===== config.mk =====
export PLATFORM = sky130hd
export DESIGN_NAME = i2c_sub_regfile
export DESIGN_NICKNAME = d
export VERILOG_FILES = /design/src/rtl/i2c_sub_regfile.sv
export SDC_FILE = /design/constraint.sdc
export NUM_CORES = 1
export LEC_CHECK = 0
export ABC_AREA = 0
export ABC_CLOCK_PERIOD_IN_PS = 6450
export BUFFER_PORTS_ARGS = -buffer_cell sky130_fd_sc_hd__buf_2
export CORE_UTILIZATION = 61
export CTS_CLUSTER_DIAMETER = 100
export DETAILED_ROUTE_END_ITERATION = 8
export MAX_ROUTING_LAYER = met4
export PLACE_DENSITY = 0.81
export SYNTH_ARGS = -nofsm -noshare
export SYNTH_HDL_FRONTEND = slang
export SYNTH_SLANG_ARGS = --single-unit
export TNS_END_PERCENT = 20

===== constraint.sdc =====
create_clock -name clk_400 -period 6.45 [get_ports clk_400]
set_input_delay 0.645 -clock clk_400 [delete_from_list [all_inputs] [get_ports clk_400]]
set_output_delay 0.645 -clock clk_400 [all_outputs]
set_load 0.02 [all_outputs]

===== src/rtl/i2c_sub_regfile.sv =====
// Byte-addressed register file behind the I2C subordinate, with a local host port.
// Define I2C_REGFILE_AUTOINC_EN to auto-increment the pointer after each data byte / tx_req.
module i2c_sub_regfile #(
    parameter  int NUM_REGS = 16,
    localparam int PW       = $clog2(NUM_REGS)
) (
    input  logic          clk_400,
    input  logic          rst,
    input  logic          txn_start,
    input  logic          txn_rw,
    input  logic          txn_stop,
    input  logic [7:0]    rx_data,
    input  logic          rx_valid,
    output logic [7:0]    tx_data,
    input  logic          tx_req,
    input  logic          host_we,
    input  logic [PW-1:0] host_addr,
    input  logic [7:0]    host_wdata,
    output logic [7:0]    host_rdata,
    output logic          wr_strobe,
    output logic [PW-1:0] wr_addr,
    output logic          collision,
    output logic [PW-1:0] ptr_out
);
    typedef enum logic [1:0] {IDLE, PTR, WDATA, RDATA} state_t;

    state_t        state_q;
    logic [PW-1:0] ptr_q;
    logic [7:0]    regs_q [NUM_REGS];
    logic [7:0]    tx_data_q, host_rdata_q;
    logic          wr_strobe_q, collision_q;
    logic [PW-1:0] wr_addr_q;
    logic          host_hit_d;

    // Power-of-two depth, so the natural PW-bit overflow is the wrap.
    function automatic logic [PW-1:0] ptr_adv(input logic [PW-1:0] p);
`ifdef I2C_REGFILE_AUTOINC_EN
        return PW'(p + 1'b1);
`else
        return p;
`endif
    endfunction

    assign host_hit_d = host_we && (host_addr == ptr_q);

    always_ff @(posedge clk_400) begin
        if (rst) begin
            state_q      <= IDLE;
            ptr_q        <= '0;
            tx_data_q    <= 8'h00;
            host_rdata_q <= 8'h00;
            wr_strobe_q  <= 1'b0;
            wr_addr_q    <= '0;
            collision_q  <= 1'b0;
            for (int i = 0; i < NUM_REGS; i++) regs_q[i] <= 8'h00;
        end else begin
            wr_strobe_q <= 1'b0;
            // A START wins over everything; rx_valid in that cycle is dropped.
            if (txn_start) begin
                state_q <= txn_rw ? RDATA : PTR;
            end else begin
                case (state_q)
                    PTR: if (rx_valid) begin
                        ptr_q   <= rx_data[PW-1:0];
                        state_q <= WDATA;
                    end
                    WDATA: if (rx_valid) begin
                        wr_strobe_q <= 1'b1;
                        wr_addr_q   <= ptr_q;
                        ptr_q       <= ptr_adv(ptr_q);
                        if (host_hit_d) collision_q <= 1'b1;
                        else            regs_q[ptr_q] <= rx_data;
                    end
                    RDATA: if (tx_req) ptr_q <= ptr_adv(ptr_q);
                    default: ;
                endcase
                if (txn_stop) state_q <= IDLE;
            end
            if (host_we) regs_q[host_addr] <= host_wdata;
            tx_data_q    <= regs_q[ptr_q];
            host_rdata_q <= regs_q[host_addr];
        end
    end

    assign tx_data    = tx_data_q;
    assign host_rdata = host_rdata_q;
    assign wr_strobe  = wr_strobe_q;
    assign wr_addr    = wr_addr_q;
    assign collision  = collision_q;
    assign ptr_out    = ptr_q;
endmodule


==> summary.txt, run 1 <==
Status
  • Status: complete, no violations

Placed design
  • GP Congestion: 0.927
  • Placed instance area: 8900 um^2
  • # port buffers: 52
  • Hpwl dp: 16800 um
  • Placed cell count: about 790

Timing
  • Fin. Hold Viols: 0
  • Unrepaired setup endpoints after global routing: no
  • Clock skew: 0.00913 ns
  • Final worst path period need: about 3.3 ns
  • Fmax achieved: 307 MHz
  • Slew @ Worst Pin: 1.47 ns
  • Crit share post-route: 50.4%
  • Max-slew violation count: 0
  • Setup TNS: 0 ns
  • # setup viols final: 0
  • Rel. slew slack: 2.06%
  • Hold Slack: about 0.46 ns

CTS
  • Hold_buf cts: 0
  • Number of CTS-inserted buffers: 17
  • Clk slew on worst S/H paths: 0.06 ns
  • CTS Buffer Depth: 2
  • Clock latency on the worst-skew pair: 0.44 ns
  • Root buf cell: clkbuf_16
  • Post_cts resized: 0
  • CTS tree: yes
  • Postcts setup bufs: 0
  • H-Tree Depth: 4
  • Clock sink total: 156

Layout
  • Diodes inserted: 0
  • Share of cells above drive strength 1: 26.0%
  • Area Overhead vs Synth: 9.37%
  • Finished Layout Cells: 823
  • Fill cell count: 959
  • Final non-filler cell area: 9510 um^2
  • Final core occ: 68.5%
  • Final net count: 658

Power
  • Power Density: 255 nW/um^2
  • Worst IR Drop VDD: around 0.18 mV
  • Leakage power: 3.28 nW

Logic synthesis
  • Sequential share of the synthesized area: 50.6%
  • Count of different cell masters after synthesis: 46
  • Ys async rst share: 0%
  • Mapped Area: 8700 um^2
  • Syn Nets: 648
  • Mapped Avg Cell Area: roughly 14 um^2
  • Post-synth EDFFs: 128
  • Main synth FF type: edfxtp_1
  • Synth Instances: 620
  • Yosys reg bits: 156
  • Yosys warns: 0

Floorplanning
  • Die H: 121 um
  • Chip width: 121 um
  • Site Rows: between 40 and 50
  • Die ar.: about 15000 um^2
  • I/O pin cnt: 54
  • Core area: ~14000 um^2
  • Initial Util: 62.7%

Global routing
  • Initial antenna violation count: 0
  • Number of global-route vias before repair: 6140
  • Largest net degree at the start of global routing: 42
  • First-pass GRT wire length: 37400 um
  • Total Routing Usage GR: a little under two fifths
  • Gr ovfl total: 0

Job
  • Maxcap violations: 0

Drt
  • Routed vias: 6619
  • Wire length per cell: 30.6 um
  • ANT nets after route: 0
  • Via density: 8.04
  • First-pass DRT Iterations: 6
  • Iter 0 DRT Violations: 1146
  • Final wirelength: 25200 um
  • DRC Markers: 0

Critical path
  • Critical Path RT: 6.50 ns
  • CP Max Fanout: 33
  • Setup crit start kind: input port
  • Crit path DAT: 3.30 ns
  • Critical path class: input port to flop
  • Endpoint class of the critical path: flop

Worst hold path
  • Hold Path Class: input port to flop
-- cells by family (layout without fill, tap and decap cells) --
group	after synthesis	after routing	share of synthesized area (%)
AO/OA/AOI/OAI	184	184	17.4
XOR/XNOR	4	4	0.575
buffers and inverters	73	96	4.30
flip-flops	156	156	50.6
multiplexers	84	84	19.2
AND/OR/NAND/NOR	119	119	7.91
-- final timing paths --
check / from / to / slack, ns / cells after the start
setup / recovery: host_addr[3] / regs_q[10][3]$_DFFE_PP_ / 3.20 / 5
hold / removal: txn_rw / state_q[1]$_SDFFE_PP0P_ / 0.46 / 3
setup reg to reg: ptr_out[2]$_SDFFE_PP0P_ / regs_q[10][3]$_DFFE_PP_ / 3.40 / 5
hold reg to reg: wr_addr[3]$_SDFFE_PP0P_ / wr_addr[3]$_SDFFE_PP0P_ / 0.46 / 2
-- through the flow --
step                      power [mW]  setup slack (ns)
after floorplan                 1.34              4.11
after global placement          1.41              2.99
after detailed placement        1.42              2.78
after CTS                       2.41              3.26
after global routing            2.47              3.05
final                           2.42              3.20
-- sequential cells by signal (all words and copies together) (netlist names) --
register    count
ptr_out         4
wr_addr         4
regs_q        128
state_q         2
host_rdata      8
collision       1
wr_strobe       1
tx_data         8
-- Yosys cell counts (8+ instances only) --
cell type	n	area share [%]
and2_1	8	0.58
mux4_1	8	2.4
a22oi_1	16	1.4
o21ai_0	34	2.0
edfxtp_1	128	44
a211o_1	8	0.81
buf_1	12	0.52
mux2i_1	20	2.3
buf_4	8	0.69
mux4_2	56	15
buf_2	32	1.8
a22o_1	76	7.7
a32o_1	36	4.1
and3_1	16	1.2
clkbuf_1	16	0.69
nor2_1	18	0.78
nand2_1	32	1.4
dfxtp_1	28	6.4
-- layout make-up --
| cell class | count | area [um^2] | share of cell area, % |
|---|---|---|---|
| clock buffers | 25 | 559 | 5.88 |
| clock inverters | 7 | 47.5 | 0.500 |
| flip-flops and latches | 156 | 4410 | 46.3 |
| inverters | 1 | 3.75 | 0.0395 |
| multi-input cells | 391 | 3930 | 41.3 |
| repair buffers | 63 | 343 | 3.60 |
| well taps | 180 | 225 | 2.37 |
-- power breakdown --
group | total [mW] | switching (mW) | internal [mW] | leakage, nW
logic | 0.230 | 0.140 | 0.0900 | 1.51
clock network | 1.01 | 0.412 | 0.601 | 0.285
registers | 1.18 | 0.0349 | 1.14 | 1.48
-- critical path, stage by stage --
cell      delay, ns
buf_2          0.71
xnor2_2        0.24
nand4_1        0.19
nand3b_1       0.36
o21ai_0        1.13
-- metal layers --
layer	vias up	global-route usage, %	wire [um]
met4	0	21.1	1620
met5	-	-	0
met2	636	57.2	12100
li1	2611	-	-
met1	3242	46.3	8480
met3	130	7.52	2960
-- layout by cell type, fill, tap and decap left out, types with 6 or more instances in the layout --
master	netlist	layout
a211o_1	8	8
a21oi_1	6	6
a22o_1	76	76
a22oi_1	16	16
a32o_1	36	36
and2_1	8	8
and3_1	16	16
buf_2	32	52
buf_4	8	11
clkbuf_16	0	20
dfxtp_1	28	27
edfxtp_1	128	128
mux2i_1	20	20
mux4_1	8	8
mux4_2	56	56
nand2_1	32	32
nand2b_1	6	6
nor2_1	18	18
nor3_1	6	6
o21ai_0	34	34
Note: power is estimated with default switching activity, not from simulation.
==> run 2: changes to the inputs <==
- ABC_CLOCK_PERIOD_IN_PS: 6450 -> 3300
- clock period: 6.45 -> 3.3 ns (I/O delays scaled with it)
==> summary.txt, run 2 (synthesized netlist as in run 1, its figures left out) <==
Critical path
  • Largest delay contributor family on the critical path: simple AND/OR/NAND/NOR gates
  • Crit path DAT: 2.45 ns (-0.85 ns)
  • Setup crit start kind: flop
  • FF-to-FF path depth: 3 (-2)
  • Slowest-stage cell, CP: and2_1
  • Critical Path RT: 3.37 ns (-3.13 ns)
  • Endpoint class of the critical path: flop
  • Crit path buffers/inverters: 0 (-1)
  • CP cell instances: nor2_1 -> and2_1 -> a311o_1
  • Critical path depth: 3 (-2)
  • Critical path class: flop to flop
  • Critical path's largest stage delay: 0.68 ns (-0.45 ns)
  • CP Max Fanout: 22 (-33%)

Floorplanning
  • Initial Util: 62.7% (unchanged)
  • I/O pin cnt: 54 (unchanged)
  • Site Rows: 43 (unchanged)
  • Die ar.: 14700 um^2 (unchanged)
  • Die H: 121 um (unchanged)
  • Core area: 13900 um^2 (unchanged)
  • Chip width: 121 um (unchanged)

Timing
  • Clock skew: 0.00931 ns (+0.000178 ns)
  • Fmax achieved: 421 MHz
  • Crit share post-route: 72.0%
  • Final worst path period need: 2.38 ns
  • Unrepaired setup endpoints after global routing: no
  • Fin. Hold Viols: 0 (unchanged)
  • # setup viols final: 0 (unchanged)
  • Setup TNS: 0 ns (unchanged)
  • Max-slew violation count: 0 (unchanged)
  • Slew @ Worst Pin: 0.875 ns (-0.591 ns)
  • Final worst slack: 0.924 ns (-2.27 ns)
  • Rel. slew slack: 41.3% (+39 points)

CTS
  • Clock latency on the worst-skew pair: 0.44 ns (about the same)
  • CTS Buffer Depth: 2 (unchanged)
  • Clock sink total: 156 (unchanged)
  • Root buf cell: clkbuf_16
  • Postcts setup bufs: 0 (unchanged)
  • CTS tree: yes
  • Number of CTS-inserted buffers: 17 (unchanged)
  • Post_cts resized: 0 (unchanged)
  • H-Tree Depth: 4 (unchanged)
  • Hold_buf cts: 0 (unchanged)
  • Clk slew on worst S/H paths: 0.06 ns (about the same)

Status
  • Status: complete, no violations

Drt
  • Final wirelength: 25000 um (-0.71%)
  • ANT nets after route: 0 (unchanged)
  • Iter 0 DRT Violations: 1251 (+9.2%)
  • Routed vias: 6594 (-0.38%)
  • First-pass DRT Iterations: 6 (unchanged)
  • Wire length per cell: 29.7 um (-2.9%)
  • Via density: 7.83 (-2.6%)
  • DRC Markers: 0 (unchanged)

Power
  • Power Density: 502 nW/um^2 (+97%)
  • Leakage power: 3.40 nW (+3.6%)
  • Worst IR Drop VDD: 0.384 mV (+110%)

Placed design
  • # port buffers: 52 (unchanged)
  • GP Congestion: 0.948 (+2.2%)
  • Pre-CTS setup slack: 0.509 ns (-2.27 ns)
  • Hpwl dp: 17300 um (+3.0%)
  • Placed cell count: 810 (+2.4%)

Global routing
  • First-pass GRT wire length: 37900 um (+1.1%)
  • Largest net degree at the start of global routing: 34 (-19%)
  • Total Routing Usage GR: 37.5% (+0.27 points)
  • Gr ovfl total: 0 (unchanged)
  • Number of global-route vias before repair: 6333 (+3.1%)
  • Initial antenna violation count: 0 (unchanged)

Layout
  • Final net count: 677 (+2.9%)
  • Commonest cells after routing, fill and taps aside: 128 x edfxtp_1, 76 x a22o_1, 56 x mux4_2
  • Diodes inserted: 0 (unchanged)
  • Finished Layout Cells: 842 (+2.3%)
  • Largest reg by FF count: regs_q
  • Largest register FFs: 128 (unchanged)
  • Final core occ: 69.7% (+1.2 points)
  • Most common cell after layout, fill and taps aside: edfxtp_1
  • Share of cells above drive strength 1: 27.3% (+1.4 points)
  • Area Overhead vs Synth: 11.3%

Worst hold path
  • Hold Path Class: input port to flop
  • Worst hold stages: 3 (unchanged)

Job
  • Maxcap violations: 0 (unchanged)
-- run 2: cell count changes in the layout (fill, tap and decap cells not counted), sizes merged --
| cell | previous run | this run |
|---|---|---|
| bufinv | 0 | 4 |
| clkinvlp | 5 | 1 |
| buf | 63 | 82 |
-- run 2: worst register-to-register path: stages, from the launching register on --
cell and delay, ns:
dfxtp_2 0.52, nor2_1 0.21, and2_1 0.68, a311o_1 0.62
-- run 2: stage by stage --
step	power (mW)	hold slack, ns	area [um^2]
finish	4.86	0.128	9680
global route	4.96	0.145	9680
CTS	4.83	0.126	9680
detailed placement	2.78	0.447	9050
global placement	2.76	0.441	9050
floorplan	2.62	0.448	8700
-- run 2: per-layer routing --
metal	up-vias	wire, um	GRT usage, %
met2	628	12000	57.0
met5	-	0	-
met1	3174	8410	46.4
met3	142	3100	9.30
met4	0	1470	20.4
li1	2650	-	-
-- run 2: report_power, final --
part / leakage, nW / internal (mW) / switching, mW
Sequential: 1.48 / 2.24 / 0.0687
Clock: 0.303 / 1.34 / 0.757
Combinational: 1.61 / 0.182 / 0.271
-- run 2: cell type report --
type	instances	area, um^2
fillers	927	4200
flip-flops and latches	156	4410
inverters	1	3.75
clock inverters	7	135
clock buffers	25	495
multi-input cells	391	3930
repair buffers	82	485
well taps	180	225
-- run 2: final timing paths --
| kind | from | to | slack [ns] |
|---|---|---|---|
| worst max-delay path | ptr_out[1]$_SDFFE_PP0P_ | regs_q[4][2]$_DFFE_PP_ | 0.92 |
| worst min-delay path | txn_rw | state_q[1]$_SDFFE_PP0P_ | 0.13 |
| worst max register to register | ptr_out[1]$_SDFFE_PP0P_ | regs_q[4][2]$_DFFE_PP_ | 0.92 |
| worst min register to register | wr_addr[1]$_SDFFE_PP0P_ | wr_addr[1]$_SDFFE_PP0P_ | 0.46 |
